**config.mk**
```make
export PLATFORM = sky130hd
export DESIGN_NAME = idec
export DESIGN_NICKNAME = d
export VERILOG_FILES = /design/src/rtl/rv32i_pkg.sv /design/src/rtl/idec_core.sv /design/src/rtl/idec.sv
export SDC_FILE = /design/constraint.sdc
export NUM_CORES = 1
export LEC_CHECK = 0
export ABC_AREA = 0
export BUFFER_PORTS_ARGS = -buffer_cell sky130_fd_sc_hd__buf_2
export CAP_MARGIN = 15
export CORE_MARGIN = 5
export CORE_UTILIZATION = 40
export DETAILED_ROUTE_END_ITERATION = 8
export PLACE_DENSITY_LB_ADDON = 0.25
export SETUP_SLACK_MARGIN = 0.2
export SLEW_MARGIN = 5
export SYNTH_ARGS = -nofsm -noshare
export SYNTH_HDL_FRONTEND = slang
export SYNTH_HIERARCHICAL = 1
export SYNTH_SLANG_ARGS = --single-unit
```
**constraint.sdc**
```tcl
create_clock -name clk -period 2.52 [get_ports clk]
set_clock_uncertainty 0.2 [all_clocks]
set_input_delay 0.378 -clock clk [delete_from_list [all_inputs] [get_ports clk]]
set_output_delay 0.378 -clock clk [all_outputs]
set_load 0.01 [all_outputs]
```
**src/rtl/rv32i_pkg.sv**
```systemverilog
`default_nettype none
// ============================================================================
//  Module   : rv32i_pkg
//  Brief    : RV32I opcode map, ALU operation enum, control-bit layout and
//             the registered decode beat shared by the decode stage.
//  Revision : 1.0  initial release
// ============================================================================
package rv32i_pkg;

    localparam int XLEN_C = 32;

    localparam logic [6:0] OP_LOAD     = 7'b0000011;
    localparam logic [6:0] OP_MISC_MEM = 7'b0001111;
    localparam logic [6:0] OP_IMM      = 7'b0010011;
    localparam logic [6:0] OP_AUIPC    = 7'b0010111;
    localparam logic [6:0] OP_STORE    = 7'b0100011;
    localparam logic [6:0] OP_OP       = 7'b0110011;
    localparam logic [6:0] OP_LUI      = 7'b0110111;
    localparam logic [6:0] OP_BRANCH   = 7'b1100011;
    localparam logic [6:0] OP_JALR     = 7'b1100111;
    localparam logic [6:0] OP_JAL      = 7'b1101111;
    localparam logic [6:0] OP_SYSTEM   = 7'b1110011;

    localparam logic [6:0] F7_BASE = 7'h00;
    localparam logic [6:0] F7_ALT  = 7'h20;

    typedef enum logic [3:0] {
        ALU_ADD   = 4'd0,
        ALU_SUB   = 4'd1,
        ALU_SLL   = 4'd2,
        ALU_SLT   = 4'd3,
        ALU_SLTU  = 4'd4,
        ALU_XOR   = 4'd5,
        ALU_SRL   = 4'd6,
        ALU_SRA   = 4'd7,
        ALU_OR    = 4'd8,
        ALU_AND   = 4'd9,
        ALU_PASSB = 4'd10
    } aluop_e;

    // ctrl byte layout: {is_load,is_store,is_branch,is_jal,is_jalr,is_lui,is_auipc,alu_src_imm}
    localparam int CTRL_LOAD    = 7;
    localparam int CTRL_STORE   = 6;
    localparam int CTRL_BRANCH  = 5;
    localparam int CTRL_JAL     = 4;
    localparam int CTRL_JALR    = 3;
    localparam int CTRL_LUI     = 2;
    localparam int CTRL_AUIPC   = 1;
    localparam int CTRL_SRC_IMM = 0;

    typedef struct packed {
        logic [XLEN_C-1:0] pc;
        logic [4:0]        rd;
        logic [4:0]        rs1;
        logic [4:0]        rs2;
        logic [XLEN_C-1:0] rs1data;
        logic [XLEN_C-1:0] rs2data;
        logic [XLEN_C-1:0] imm;
        logic [2:0]        funct3;
        logic [3:0]        aluop;
        logic [7:0]        ctrl;
        logic              illegal;
    } dec_beat_t;

    // alt selects SUB/SRA (inst[30]) for the funct3 codes that have an alternate form
    function automatic aluop_e alu_from_funct3(input logic [2:0] f3, input logic alt);
        aluop_e op;
        case (f3)
            3'b000:  op = alt ? ALU_SUB : ALU_ADD;
            3'b001:  op = ALU_SLL;
            3'b010:  op = ALU_SLT;
            3'b011:  op = ALU_SLTU;
            3'b100:  op = ALU_XOR;
            3'b101:  op = alt ? ALU_SRA : ALU_SRL;
            3'b110:  op = ALU_OR;
            default: op = ALU_AND;
        endcase
        return op;
    endfunction

endpackage
`default_nettype wire

```
**src/rtl/idec_core.sv**
```systemverilog
`default_nettype none
// ============================================================================
//  Module   : idec_core
//  Brief    : Pure combinational RV32I instruction decoder: immediate, ALU op,
//             control flags, operand usage and legality.
//  Revision : 1.0  initial release
// ============================================================================
module idec_core
    import rv32i_pkg::*;
(
    input  logic [31:0] inst_i,
    output logic [31:0] imm_o,
    output logic [3:0]  aluop_o,
    output logic [7:0]  ctrl_o,
    output logic        has_rd_o,
    output logic        uses_rs1_o,
    output logic        uses_rs2_o,
    output logic        illegal_o
);

    logic [6:0]  opcode;
    logic [2:0]  f3;
    logic [6:0]  f7;
    logic [31:0] imm_i_w;
    logic [31:0] imm_s_w;
    logic [31:0] imm_b_w;
    logic [31:0] imm_u_w;
    logic [31:0] imm_j_w;

    assign opcode  = inst_i[6:0];
    assign f3      = inst_i[14:12];
    assign f7      = inst_i[31:25];

    assign imm_i_w = {{20{inst_i[31]}}, inst_i[31:20]};
    assign imm_s_w = {{20{inst_i[31]}}, inst_i[31:25], inst_i[11:7]};
    assign imm_b_w = {{19{inst_i[31]}}, inst_i[31], inst_i[7], inst_i[30:25], inst_i[11:8], 1'b0};
    assign imm_u_w = {inst_i[31:12], 12'b0};
    assign imm_j_w = {{11{inst_i[31]}}, inst_i[31], inst_i[19:12], inst_i[20], inst_i[30:21], 1'b0};

    assign uses_rs1_o = !((opcode == OP_LUI) || (opcode == OP_AUIPC) || (opcode == OP_JAL));
    assign uses_rs2_o = (opcode == OP_OP) || (opcode == OP_STORE) || (opcode == OP_BRANCH);

    always_comb begin
        imm_o     = '0;
        aluop_o   = ALU_ADD;
        ctrl_o    = '0;
        has_rd_o  = 1'b0;
        illegal_o = 1'b0;

        case (opcode)
            OP_LOAD: begin
                imm_o                = imm_i_w;
                ctrl_o[CTRL_LOAD]    = 1'b1;
                ctrl_o[CTRL_SRC_IMM] = 1'b1;
                has_rd_o             = 1'b1;
            end
            OP_STORE: begin
                imm_o                = imm_s_w;
                ctrl_o[CTRL_STORE]   = 1'b1;
                ctrl_o[CTRL_SRC_IMM] = 1'b1;
            end
            OP_BRANCH: begin
                // BEQ/BNE compare by subtraction, the rest by signed/unsigned less-than
                imm_o               = imm_b_w;
                ctrl_o[CTRL_BRANCH] = 1'b1;
                aluop_o             = f3[2] ? (f3[1] ? ALU_SLTU : ALU_SLT) : ALU_SUB;
            end
            OP_JAL: begin
                imm_o            = imm_j_w;
                ctrl_o[CTRL_JAL] = 1'b1;
                has_rd_o         = 1'b1;
            end
            OP_JALR: begin
                imm_o                = imm_i_w;
                ctrl_o[CTRL_JALR]    = 1'b1;
                ctrl_o[CTRL_SRC_IMM] = 1'b1;
                has_rd_o             = 1'b1;
            end
            OP_LUI: begin
                imm_o                = imm_u_w;
                aluop_o              = ALU_PASSB;
                ctrl_o[CTRL_LUI]     = 1'b1;
                ctrl_o[CTRL_SRC_IMM] = 1'b1;
                has_rd_o             = 1'b1;
            end
            OP_AUIPC: begin
                imm_o                = imm_u_w;
                ctrl_o[CTRL_AUIPC]   = 1'b1;
                ctrl_o[CTRL_SRC_IMM] = 1'b1;
                has_rd_o             = 1'b1;
            end
            OP_IMM: begin
                imm_o                = imm_i_w;
                aluop_o              = alu_from_funct3(f3, (f3 == 3'b101) && inst_i[30]);
                ctrl_o[CTRL_SRC_IMM] = 1'b1;
                has_rd_o             = 1'b1;
                if ((f3 == 3'b001 && f7 != F7_BASE) ||
                    (f3 == 3'b101 && f7 != F7_BASE && f7 != F7_ALT))
                    illegal_o = 1'b1;
            end
            OP_OP: begin
                aluop_o  = alu_from_funct3(f3, inst_i[30]);
                has_rd_o = 1'b1;
                if (f7 != F7_BASE && f7 != F7_ALT)
                    illegal_o = 1'b1;
                else if (f7 == F7_ALT && f3 != 3'b000 && f3 != 3'b101)
                    illegal_o = 1'b1;
            end
            OP_MISC_MEM, OP_SYSTEM: begin
                imm_o = imm_i_w;
            end
            default: illegal_o = 1'b1;
        endcase

        if (illegal_o) begin
            imm_o    = '0;
            aluop_o  = ALU_ADD;
            ctrl_o   = '0;
            has_rd_o = 1'b0;
        end
    end

endmodule
`default_nettype wire

```
**src/rtl/idec.sv**
```systemverilog
`default_nettype none
// ============================================================================
//  Module   : idec
//  Brief    : RV32I decode stage: fetch handshake, load-use interlock, jump
//             flush and the registered decode beat towards execute.
//  Revision : 1.0  initial release
// ============================================================================
module idec
    import rv32i_pkg::*;
#(
    parameter int XLEN      = 32,
    parameter bit HAZARD_EN = 1'b1
) (
    input  logic            clk,
    input  logic            rst,
    input  logic            valid_i,
    output logic            ready_o,
    input  logic [XLEN-1:0] pc_i,
    input  logic [31:0]     inst_i,
    output logic [4:0]      rs1addr_o,
    output logic [4:0]      rs2addr_o,
    input  logic [XLEN-1:0] rs1data_i,
    input  logic [XLEN-1:0] rs2data_i,
    output logic            valid_ro,
    input  logic            ready_i,
    input  logic            jump_taken_i,
    output logic [XLEN-1:0] pc_ro,
    output logic [4:0]      rd_ro,
    output logic [4:0]      rs1_ro,
    output logic [4:0]      rs2_ro,
    output logic [XLEN-1:0] rs1data_ro,
    output logic [XLEN-1:0] rs2data_ro,
    output logic [XLEN-1:0] imm_ro,
    output logic [2:0]      funct3_ro,
    output logic [3:0]      aluop_ro,
    output logic [7:0]      ctrl_ro,
    output logic            illegal_ro
);

    logic [31:0] dec_imm;
    logic [3:0]  dec_aluop;
    logic [7:0]  dec_ctrl;
    logic        dec_has_rd;
    logic        dec_uses_rs1;
    logic        dec_uses_rs2;
    logic        dec_illegal;

    logic        cke;
    logic        hazard;
    logic        valid_q;
    logic        valid_d;
    dec_beat_t   beat_q;
    dec_beat_t   beat_d;

    idec_core u_core (
        .inst_i     (inst_i),
        .imm_o      (dec_imm),
        .aluop_o    (dec_aluop),
        .ctrl_o     (dec_ctrl),
        .has_rd_o   (dec_has_rd),
        .uses_rs1_o (dec_uses_rs1),
        .uses_rs2_o (dec_uses_rs2),
        .illegal_o  (dec_illegal)
    );

    assign rs1addr_o = inst_i[19:15];
    assign rs2addr_o = inst_i[24:20];

    assign cke = ~valid_q | ready_i | jump_taken_i;

    generate
        if (HAZARD_EN) begin : g_hazard
            // only the beat directly behind a load needs the bubble; later ones are forwarded
            assign hazard = valid_i & valid_q & beat_q.ctrl[CTRL_LOAD] & (beat_q.rd != 5'd0) &
                            ((dec_uses_rs1 & (beat_q.rd == inst_i[19:15])) |
                             (dec_uses_rs2 & (beat_q.rd == inst_i[24:20])));
        end else begin : g_no_hazard
            assign hazard = 1'b0;
        end
    endgenerate

    assign ready_o = cke & ~(hazard & ~jump_taken_i);

    always_comb begin
        valid_d = valid_q;
        beat_d  = beat_q;
        if (cke) begin
            if (jump_taken_i || hazard) begin
                valid_d = 1'b0;
            end else begin
                valid_d        = valid_i;
                beat_d.pc      = pc_i;
                beat_d.rd      = dec_has_rd ? inst_i[11:7] : 5'd0;
                beat_d.rs1     = inst_i[19:15];
                beat_d.rs2     = inst_i[24:20];
                beat_d.rs1data = rs1data_i;
                beat_d.rs2data = rs2data_i;
                beat_d.imm     = dec_imm;
                beat_d.funct3  = inst_i[14:12];
                beat_d.aluop   = dec_aluop;
                beat_d.ctrl    = dec_ctrl;
                beat_d.illegal = dec_illegal;
            end
        end
    end

    always_ff @(posedge clk or negedge rst) begin
        if (!rst) begin
            valid_q <= 1'b0;
            beat_q  <= '0;
        end else begin
            valid_q <= valid_d;
            beat_q  <= beat_d;
        end
    end

    assign valid_ro   = valid_q;
    assign pc_ro      = beat_q.pc;
    assign rd_ro      = beat_q.rd;
    assign rs1_ro     = beat_q.rs1;
    assign rs2_ro     = beat_q.rs2;
    assign rs1data_ro = beat_q.rs1data;
    assign rs2data_ro = beat_q.rs2data;
    assign imm_ro     = beat_q.imm;
    assign funct3_ro  = beat_q.funct3;
    assign aluop_ro   = beat_q.aluop;
    assign ctrl_ro    = beat_q.ctrl;
    assign illegal_ro = beat_q.illegal;

endmodule
`default_nettype wire

```
After elaboration in Yosys (flattened, before gate mapping). Index checks and enable logic that the tools add are counted.

Flip-flop bits (word level): 160. Output and inout bits: 171. Logic and storage cells: 102.

Equal/unequal tests: 22. Mux-type cells: 29. Bitwise logic cells: 15. Reductions and logical operators: 24.

Operators with widths (number): $pmux W32 S5 (1); $pmux W4 S7 (2); $mux W32 (1); $eq A7 B6 Y1 const B (4); $eq A7 B7 Y1 const B (4); $mux W1 (18); $pmux W4 S4 (1); $eq A7 B5 Y1 const B (2); $eq A5 B5 Y1 (2); $eq A3 B3 Y1 const B (3); $reduce_or A9 Y1 (1); $and A1 B1 Y1 (8); $mux W4 (2); $mux W8 (1); $eq A7 B2 Y1 const B (1); $eq A7 B4 Y1 const B (1); $logic_and A1 B1 Y1 (7); $ne A7 B6 Y1 const B (1); $reduce_bool A7 Y1 (1); $reduce_or A7 Y1 (1); $eq A3 B2 Y1 const B (2); $logic_or A1 B1 Y1 (6); $reduce_or A6 Y1 (1); $mux W5 (1); 13 further kinds (18).

Depth between registers and ports, before layout. Gate-level depths: netlist of run 1.

Depth after elaboration: 10. Depth in mapped cells: 12.

By module. Netlist of run 1, hierarchy kept.

By module, submodules not included: idec (instances 1, cells an instance 379, area an instance 6234.7 µm²); idec_core (instances 1, cells an instance 182, area an instance 1041.0 µm²).

Worst setup path before layout of run 1. OpenSTA, ideal clock, no wires.

Kind: input to register. Start: in inst_i[2]. End: reg beat_q (netlist bit imm_ro[10]). Library setup time: 127 ps. Arrival time: 2462 ps. Setup slack: -269 ps. Cell stages on the path: 12. Buffers on the path: 5. Cell sequence: clkbuf_1 > nor2b_1 > and3_1 > clkbuf_1 > a21o_1 > clkbuf_1 > inv_1 > a32oi_1 > o211ai_2 > buf_6 > buf_6 > mux2_1.

Word-level cells in the longest chain between the ends: 10. Elaborated cells between the ends (all ways): 29. Classes of those cells: eq/ne: 11; mux: 3; bitwise: 5; reduce/logical: 10.

RTL lines: start, declared (RTL line idec.sv:19) `input logic [31:0] inst_i,`; $eq A7 B6 Y1 / $eq A7 B5 Y1 (equally long branches) (RTL line idec_core.sv:40) `assign uses_rs1_o = !((opcode == OP_LUI) || (opcode == OP_AUIPC) || (opcode == OP_JAL));`; $logic_or A1 B1 Y1 (RTL line idec_core.sv:40); $logic_or A1 B1 Y1 (*) (RTL line idec_core.sv:40); $logic_not A1 Y1 (*) (RTL line idec_core.sv:40); via dec_uses_rs1 (RTL line idec.sv:44) `logic dec_uses_rs1;`; $and A1 B1 Y1 (*) (RTL line idec.sv:75) `((dec_uses_rs1 & (beat_q.rd == inst_i[19:15])) |`; $or A1 B1 Y1 (*) (RTL line idec.sv:75); $and A1 B1 Y1 (*) (RTL line idec.sv:74) `assign hazard = valid_i & valid_q & beat_q.ctrl[CTRL_LOAD] & (beat_q.rd != 5'd0) &`; $logic_or A1 B1 Y1 (*) (RTL line idec.sv:88) `if (jump_taken_i || hazard) begin`; $not A1 Y1 (no line) (*); $reduce_and A2 Y1 (no line) (*); end signal, assigned (RTL line idec.sv:113) `beat_q <= beat_d;`; end, declared (RTL line idec.sv:52) `dec_beat_t beat_q;`.

Mark *: on every way through the listed nets, which the timed path passes. The rest lies on a longest branch. A chain may end at the register's enable or synchronous reset.

Final worst setup path of run 1.
Start: reg beat_q (netlist bit rd_ro[3]). End: out ready_o.

Word-level cells in the longest chain between the ends: 7. Elaborated cells between the ends (all ways): 11. Classes of those cells: eq/ne: 2; bitwise: 8; reduce/logical: 1.

RTL lines: $eq A5 B5 Y1, on equally long branches (RTL line idec.sv:75, idec.sv:76); $and A1 B1 Y1, on equally long branches (RTL line idec.sv:75, idec.sv:76); $or A1 B1 Y1 (RTL line idec.sv:75); $and A1 B1 Y1 (*) (RTL line idec.sv:74); $and A1 B1 Y1 (*) (RTL line idec.sv:82) `assign ready_o = cke & ~(hazard & ~jump_taken_i);`; $not A1 Y1 (*) (RTL line idec.sv:82); $and A1 B1 Y1 (*) (RTL line idec.sv:82); end, declared (RTL line idec.sv:17) `output logic ready_o,`.

Mark *: on every way between the ends. The rest lies on a longest branch, timed or not.

==> results.toml, run 1 <==
[outcome]
status = "finished, violations left"
violations = "setup timing"

[routing]
wirelength_um = 22540
viasPerCell = 4.865
ant_nets = 0
drc_errors = 0
vias = 6033
avgRoutedWirePerCell_um = 18.17
dr.pass1.iters = 5
drtIter0Drc = 194

[die]
dieHeight_um = 144.9
dieArea_sq_um = 20990
die_width_um = 144.9
core_area_sq_um = 17960
initial_core_util_pct = 40.50
num_io_pins = 304
fp-row-count = 49

[synth]
yosys.area.top_type_share_pct = 55.03
syn_nets = 694
yosysMostFrequentCell = "dfrtp_1"
synth.area.top_cells = "dfrtp_1 (55%), mux2_1 (15%), mux2_2 (8.5%), buf_6 (2.5%), a21oi_1 (1.9%)"
ys_warn_count = 6
dominantRegCellSynth = "dfrtp_1"
async_flop_share_pct = 100.0
ys_ff_latch = 160
yosysTopAreaCell = "dfrtp_1"
ys_types = 56
yosysSeqAreaShare_pct = 55.03
avgSynthCellArea_sq_um = 12.97
synth_edf_count = 0
synth_area_sq_um = 7276
synth_commonest_cells = "dfrtp_1 (160), mux2_1 (100), mux2_2 (55), nand2_1 (37), a21oi_1 (28)"
postSynthCellCount = 561

[final_layout]
syn2layout_area_growth_pct = 55.22
drive_gt1_share_pct = 51.14
antenna_cells = 0
nNetsFinal = 1131
stdcell_area_sq_um = 11290
finalNonFillerCells = 1240

[sta]
finalCriticalPeriod_ns = 2.553
setup_slack_ns = -0.03296
holdWs_ns = 0.01866
fin_setup_tns_ns = -0.03296
max_freq_ghz = 0.3917
maxSlewHeadroom_pct = 51.27
rsz0062_at_grt = "yes"
timing.final.crit_share_pct = 101.3
setup_viol = 1
worstMarginPinSlew_ns = 0.7261
slew_violations = 0
hold_violations = 0

[clocking]
cts_htree_levels = 4
cts_tree = "built"
clock_latency_ns = 0.42
cts_buffers = 17
clkSinkCount = 160
path_clk_slew_ns = 0.07
clockBufferDepth = 2
clock-root-buffer = "clkbuf_16"

[pwr]
p_leak_nw = 5.681
peakVddDrop_uv = 553.6
power.density_nw_per_um2 = 600.8

[setup_path]
crit_path_start_kind = "flip-flop"
critPathKind = "flip-flop to output pin"
end_kind = "output pin"
required_ns = 1.94
rr_worst_depth = 8
path_max_fanout = 4
cp_data_arrival_time_ns = 1.97

[hold_path]
hold_path.class = "primary input to flip-flop"
worstHoldPathCells = 2

[placement]
placed_cell_area_sq_um = 9369
placed_cells = 1100
dp_hpwl_um = 15330
io_buffers = 303
gp_congestion = 0.8429
post-place-ws_ns = -0.2268

[job]
cap_violations = 0

[grt]
grt.overflow.total = 0
grt_pass1_vias = 6451
antenna_found_initial = 0
grt_usage_pct = 20.94
grt_max_degree = 78
grt_pass1_wl_um = 34140
-- cell type report --
type                       count  area [sq um]
multi-input combinational    342          3166
fill                        1446          6670
clock buffer                  18         439.2
inverter                      12         45.04
timing repair buffer         465          3208
sequential                   160          4006
clock inverter                14         142.6
tap                          229         286.5
-- flip-flops by register name, summed over array words and instances, names as in the netlist, 3 cells and up --
name        cells
imm_ro         32
funct3_ro       3
pc_ro          32
rd_ro           5
rs2_ro          5
rs1data_ro     32
rs1_ro          5
rs2data_ro     32
ctrl_ro         8
aluop_ro        4
-- per-stage QoR --
step | power, W | utilization, %
after floorplan | 0.003501 | -
after global placement | 0.004039 | 52.16
after detailed placement | 0.004059 | 52.16
after CTS | 0.006838 | 62.45
after global routing | 0.007099 | 62.87
final | 0.006785 | 62.87
-- metal layers --
layer	routed length, um	up-vias	track usage, %
met2	11420	218	36.24
met4	373	0	5.793
li1	-	2832	-
met1	9127	2963	25.68
met5	0	-	0
met3	1617	20	5.882
-- timing repair --
action / 4_1_cts / 5_1_grt
pin swaps: 5 / 3
gates cloned: 2 / 1
setup buffers: 5 / 2
endpoints found under the hold margin: 257 / 0
gates resized for setup: 48 / 9
setup endpoints to repair: 158 / 160
hold buffers: 98 / 0
-- cells by family after synthesis --
| kind of cell | synth area share, % |
|---|---|
| buffers and inverters | 5.383 |
| flip-flops | 55.03 |
| multiplexers | 24.68 |
| AND/OR/NAND/NOR | 7.584 |
| adder cells (fa/ha/maj) | 0.1376 |
| AO/OA/AOI/OAI | 5.744 |
| XOR/XNOR | 1.445 |
-- final timing paths --
check	from	end	slack, ns
worst max-delay path	rd_ro[3]$_DFFE_PN0P_	ready_o	-0.03
worst min-delay path	pc_i[2]	pc_ro[2]$_DFFE_PN0P_	0.02
worst min register to register	rs1data_ro[6]$_DFFE_PN0P_	rs1data_ro[6]$_DFFE_PN0P_	0.28
min in group asynchronous	rst	pc_ro[28]$_DFFE_PN0P_	0.15
worst max register to register	rd_ro[3]$_DFFE_PN0P_	rs2data_ro[25]$_DFFE_PN0P_	0.01
max in group asynchronous	rst	imm_ro[21]$_DFFE_PN0P_	1.31
-- layout by cell type, fill, tap and decap left out, types with 8 or more instances in the layout --
cell type / count
a21oi_1: 27
buf_12: 10
buf_2: 302
buf_4: 43
clkbuf_16: 18
dfrtp_1: 158
dlygate4sd3_1: 98
inv_1: 11
mux2_1: 54
mux2_2: 39
mux2_4: 62
nand2_1: 37
nor2_1: 15
o21ai_0: 9
xor2_1: 8
-- worst max-delay path, stage by stage (launching register included) --
cell,delay (ns)
dfrtp_2,0.45
xor2_2,0.16
nor4_2,0.30
a32oi_2,0.18
buf_4,0.17
o21ai_2,0.10
nand2_1,0.06
buf_2,0.14
-- report_power, final --
| part | switching [W] | leakage, nW | internal (W) | total (W) |
|---|---|---|---|---|
| sequential | 0.000116 | 1.98 | 0.00280 | 0.00291 |
| clock | 0.00120 | 0.281 | 0.00135 | 0.00255 |
| combinational | 0.000608 | 3.42 | 0.000719 | 0.00133 |
No activity file was read; power rests on OpenSTA's default activity.
==> inputs of run 2 (changes only) <==
--- a/config.mk
+++ b/config.mk
@@ -8,8 +8,10 @@
 export ABC_AREA = 0
 export BUFFER_PORTS_ARGS = -buffer_cell sky130_fd_sc_hd__buf_2
 export CAP_MARGIN = 15
+export CELL_PAD_IN_SITES_DETAIL_PLACEMENT = 0
+export CELL_PAD_IN_SITES_GLOBAL_PLACEMENT = 1
 export CORE_MARGIN = 5
-export CORE_UTILIZATION = 40
+export CORE_UTILIZATION = 37
 export DETAILED_ROUTE_END_ITERATION = 8
 export PLACE_DENSITY_LB_ADDON = 0.25
 export SETUP_SLACK_MARGIN = 0.2
==> constraint.sdc (replaced) <==
create_clock -name clk -period 2.4 [get_ports clk]
set_clock_uncertainty 0.2 [all_clocks]
set_input_delay 0.36 -clock clk [delete_from_list [all_inputs] [get_ports clk]]
set_output_delay 0.36 -clock clk [all_outputs]
set_load 0.01 [all_outputs]
==> results.toml, run 2 (synthesis gave the netlist of run 1 again) <==
[pwr]
power.density_nw_per_um2 = 640.2
p_leak_nw = 5.993
peakVddDrop_uv = 464.6

[clocking]
cts_htree_levels = 4
cts_tree = "built"
clock-root-buffer = "clkbuf_16"
clockBufferDepth = 2
cts_buffers = 17
clkSinkCount = 160
path_clk_slew_ns = 0.07
clock_latency_ns = 0.42

[routing]
wirelength_um = 24090
dr.pass1.iters = 4
ant_nets = 0
vias = 6289
viasPerCell = 4.868
drtIter0Drc = 174
avgRoutedWirePerCell_um = 18.65
drc_errors = 0

[placement]
gp_congestion = 0.8320
dp_hpwl_um = 16600
post-place-ws_ns = -0.3526
io_buffers = 303
placed_cell_area_sq_um = 9504

[die]
core_area_sq_um = 19400
die_width_um = 150.2
dieHeight_um = 150.2
fp-row-count = 51
initial_core_util_pct = 37.51
num_io_pins = 304
dieArea_sq_um = 22570

[final_layout]
stdcell_area_sq_um = 11790
drive_gt1_share_pct = 52.09
layout_commonest_cell = "buf_2"
multi_input_area_sq_um = 3317
syn2layout_area_growth_pct = 62.06
nNetsFinal = 1148
fill_cells = 1539
layout_common_cells = "buf_2 (302), dfrtp_1 (159), mux2_4 (104), dlygate4sd3_1 (100), buf_4 (53)"
seq_area_sq_um = 4005
antenna_cells = 0

[setup_path]
required_ns = 2.50
crit_path_start_kind = "flip-flop"
end_kind = "flip-flop"
max_stage_delay_ns = 0.44
critical_path.slowest_cell = "dfrtp_2"
critPathKind = "flip-flop to flip-flop"
crit_chain = "xor2_1, nor4_2, a32oi_2, buf_4, o211ai_4, buf_12, buf_16, clkbuf_16, mux2_1"
cp_data_arrival_time_ns = 2.71
path_max_fanout = 9
reg2reg_slack_ns = -0.21

[hold_path]
hold_path.class = "primary input to flip-flop"

[grt]
grt.overflow.total = 0
grt_max_degree = 51
grt_use_met1_pct = 23.09
antenna_found_initial = 0
grt_pass1_wl_um = 36110
grt_usage_pct = 20.46
grt_util_met3_pct = 5.479
grt_use_met2_pct = 36.72
top_usage_layer = "met2"
grt_pass1_vias = 6922

[sta]
setup_slack_ns = -0.2089
slew_violations = 0
finalCriticalPeriod_ns = 2.609
timing.final.crit_share_pct = 108.7
setup_viol = 160
max_freq_ghz = 0.3833
worstMarginPinSlew_ns = 0.7184
rsz0062_at_grt = "yes"
maxSlewHeadroom_pct = 51.79
holdWs_ns = 0.02927
hold_violations = 0
fin_setup_tns_ns = -22.64

[job]
cap_violations = 0

[outcome]
violations = "setup timing"
status = "finished, violations left"
==> run 2: cell type report <==
cell class / count / area share [%]
multi-input combinational: 342 / 28.13
clock buffer: 17 / 3.608
tap: 265 / 2.812
clock inverter: 14 / 1.857
sequential: 160 / 33.97
inverter: 12 / 0.3820
timing repair buffer: 482 / 29.24
==> run 2: through the flow <==
step                      instances  util (%)  total power (W)
final                          1292     60.78         0.007549
after floorplan                 561         -         0.003677
after CTS                      1285     59.02         0.007513
after global placement         1149     48.99         0.004249
after detailed placement       1149     48.99         0.004291
after global routing           1292     60.78         0.007859
==> run 2: critical path: cells and delay by family, from the launching register on <==
kind / cells / cell delay [ns]
buf+inv: 4 / 0.68
xor+xnor: 1 / 0.16
mux: 1 / 0.32
compound gates: 2 / 0.35
flops: 1 / 0.44
simple gates: 1 / 0.32
==> run 2: per-layer routing <==
| layer | vias to the layer above | wire (um) |
|---|---|---|
| li1 | 2871 | - |
| met1 | 3144 | 9143 |
| met2 | 228 | 12590 |
| met3 | 46 | 1567 |
| met4 | 0 | 796 |
| met5 | - | 0 |
==> run 2: worst paths after layout <==
path	start	to	cells past startpoint
max in group asynchronous	rst	rs2data_ro[3]$_DFFE_PN0P_	3
min reg2reg	rs1_ro[3]$_DFFE_PN0P_	rs1_ro[3]$_DFFE_PN0P_	1
min in group asynchronous	rst	funct3_ro[1]$_DFFE_PN0P_	2
max	rd_ro[1]$_DFFE_PN0P_	imm_ro[5]$_DFFE_PN0P_	9
min	inst_i[9]	rd_ro[2]$_DFFE_PN0P_	3
max reg2reg	rd_ro[1]$_DFFE_PN0P_	imm_ro[5]$_DFFE_PN0P_	9
==> run 2: what timing repair did <==
action	in CTS	in global routing
endpoints found under the hold margin	133	0
setup buffers	4	1
pin swaps	5	1
endpoints found under the setup margin	160	160
resized for setup	64	48
cloned	1	6
hold buffers	100	0
==> run 2: power breakdown <==
group	internal, W	switching, W
combinational	0.000835	0.000666
sequential	0.00294	0.000129
clock	0.00178	0.00120
==> inputs of run 3 (changes only) <==
--- a/config.mk
+++ b/config.mk
@@ -14,7 +14,6 @@
 export CORE_UTILIZATION = 37
 export DETAILED_ROUTE_END_ITERATION = 8
 export PLACE_DENSITY_LB_ADDON = 0.25
-export SETUP_SLACK_MARGIN = 0.2
 export SLEW_MARGIN = 5
 export SYNTH_ARGS = -nofsm -noshare
 export SYNTH_HDL_FRONTEND = slang
==> results.toml, run 3 (synthesis gave the netlist of run 1 again) <==
[sta]
holdWs_ns = 0.02107
maxSlewHeadroom_pct = 54.78
max_freq_ghz = 0.3955
timing.final.crit_share_pct = 105.4
worstMarginPinSlew_ns = 0.6737
finalCriticalPeriod_ns = 2.529
setup_slack_ns = -0.1286
setup_viol = 151
rsz0062_at_grt = "yes"
hold_violations = 0
slew_violations = 0

[routing]
wirelength_um = 24310
drtIter0Drc = 220
drc_errors = 0
dr.pass1.iters = 5
avgRoutedWirePerCell_um = 18.80
vias = 6285
viasPerCell = 4.861
ant_nets = 0

[pwr]
combinationalPowerShare_pct = 21.7
p_seq_share_pct = 42.0
p_int_w = 0.005218
p_clk_share_pct = 36.3
swShare_pct = 28.52
switching_power_w = 0.002082
peakVddDrop_uv = 465.8
p_leak_nw = 6.097
power.density_nw_per_um2 = 611.1

[placement]
io_buffers = 303
dp_hpwl_um = 16200
placed_cells = 1142
post-place-ws_ns = -0.3776
gp_congestion = 0.8676

[die]
fp-row-count = 51
dieArea_sq_um = 22570
num_io_pins = 304
die_width_um = 150.2
initial_core_util_pct = 37.51
dieHeight_um = 150.2
core_area_sq_um = 19400

[grt]
grt_max_degree = 60
grt_usage_pct = 19.32
grt_pass1_wl_um = 34040
antenna_found_initial = 0
grt.overflow.total = 0
grt_pass1_vias = 6534

[setup_path]
r2r_start = "rd_ro[1]$_DFFE_PN0P_"
critical_path.slowest_cell = "dfrtp_2"
critPathKind = "flip-flop to flip-flop"
crit_path_start_kind = "flip-flop"
cp_data_arrival_time_ns = 2.65
path_max_fanout = 8
end_kind = "flip-flop"
required_ns = 2.52
reg2reg_slack_ns = -0.13
crit_chain = "xor2_2, nor4_2, a32oi_2, buf_4, o211ai_4, buf_6, buf_12, clkbuf_16, mux2_4"
max_stage_delay_ns = 0.46
cpLargestDelayFamily = "buffers and inverters"
critPathBufInv = 4
rr_worst_depth = 9
rr_endpoint = "pc_ro[13]$_DFFE_PN0P_"

[final_layout]
fill_cells = 1544
drive_gt1_share_pct = 55.11
finalNonFillerCells = 1293
layout_commonest_cell = "buf_2"
syn2layout_area_growth_pct = 64.20
layout_common_cells = "buf_2 (302), dfrtp_1 (158), mux2_4 (134), dlygate4sd3_1 (99), buf_4 (42)"
nNetsFinal = 1147

[clocking]
clock_latency_ns = 0.42
clockBufferDepth = 2
clkSinkCount = 160
cts_buffers = 17
clock-root-buffer = "clkbuf_16"
cts_tree = "built"
cts_htree_levels = 4
path_clk_slew_ns = 0.07

[outcome]
violations = "setup timing"
status = "finished, violations left"

[hold_path]
hold_start = "inst_i[7]"
worstHoldPathCells = 3
worstHoldEndpoint = "rd_ro[0]$_DFFE_PN0P_"
hold_path.class = "primary input to flip-flop"

[job]
cap_violations = 0
-- run 3: changes by cell type in the layout (fill, tap and decap cells not counted), sizes merged --
cell	before	now
inv	19	17
clkinvlp	1	5
bufinv	4	0
diode	0	1
clkbuf	22	28
buf	377	372
clkinv	2	4
dlygate4sd3	100	99
-- run 3: cell type report --
type                       instances  area [sq um]  area share [%]
antenna                            1         2.502         0.02095
clock buffer                      18         429.2           3.592
clock inverter                    14         151.4           1.267
inverter                          12         45.04          0.3770
multi-input combinational        342          3438           28.78
sequential                       160          4006           33.54
tap                              265         331.6           2.775
timing repair buffer             481          3542           29.65
-- run 3: timing repair --
action / 4_1_cts / 5_1_grt
buffers inserted: 5 / 2
setup endpoints to repair: 143 / 160
hold buffers: 99 / 0
gates cloned: 1 / 11
resized for setup: 18 / 124
pin swaps: 5 / 1
hold endpoints to repair: 147 / 0
-- run 3: worst max-delay path by stage --
stage                    startpoint                     end  depth (start not counted)
2_1_floorplan             inst_i[2]  imm_ro[10]$_DFFE_PN0P_                         12
3_3_place_gp             inst_i[25]    rd_ro[4]$_DFFE_PN0P_                          7
3_5_place_dp             inst_i[25]    rd_ro[1]$_DFFE_PN0P_                          7
4_1_cts        rd_ro[1]$_DFFE_PN0P_                 ready_o                          7
5_1_grt        rd_ro[1]$_DFFE_PN0P_                 ready_o                          7
6_report       rd_ro[1]$_DFFE_PN0P_   pc_ro[13]$_DFFE_PN0P_                          9
-- run 3: per-stage QoR --
stage	instance area [sq um]	util, %	power, W	TNS [ns]
after floorplan	7421	-	0.003676	-21.48
after global routing	11940	61.57	0.007608	-26.78
after CTS	11200	57.71	0.007120	-15.12
after global placement	9497	48.96	0.004245	-20.24
final	11950	61.58	0.007300	-14.21
after detailed placement	9497	48.96	0.004287	-25.80
-- run 3: power groups by stage --
stage / Sequential (W) / Clock [W] / Combinational, W
after floorplan: 0.00322 / 0 / 0.000457
final: 0.00307 / 0.00265 / 0.00159
after global routing: 0.00309 / 0.00283 / 0.00169
after detailed placement: 0.00310 / 0 / 0.00119
after global placement: 0.00309 / 0 / 0.00116
after CTS: 0.00305 / 0.00271 / 0.00135
-- run 3: worst reg2reg max path, delay by kind of cell (launching register included) --
kind,cells,cell delay (ns)
xor gates and xnor gates,1,0.16
and+or+nand+nor,1,0.28
AOI/OAI and AO/OA,2,0.35
buffers and inverters,4,0.68
DFF,1,0.46
muxes,1,0.30
-- run 3: per-layer routing --
layer	share of wire [%]	GRT usage, %
met1	40	22.75
met2	51	33.39
met3	6.9	5.148
met4	2.5	8.097
met5	0	0
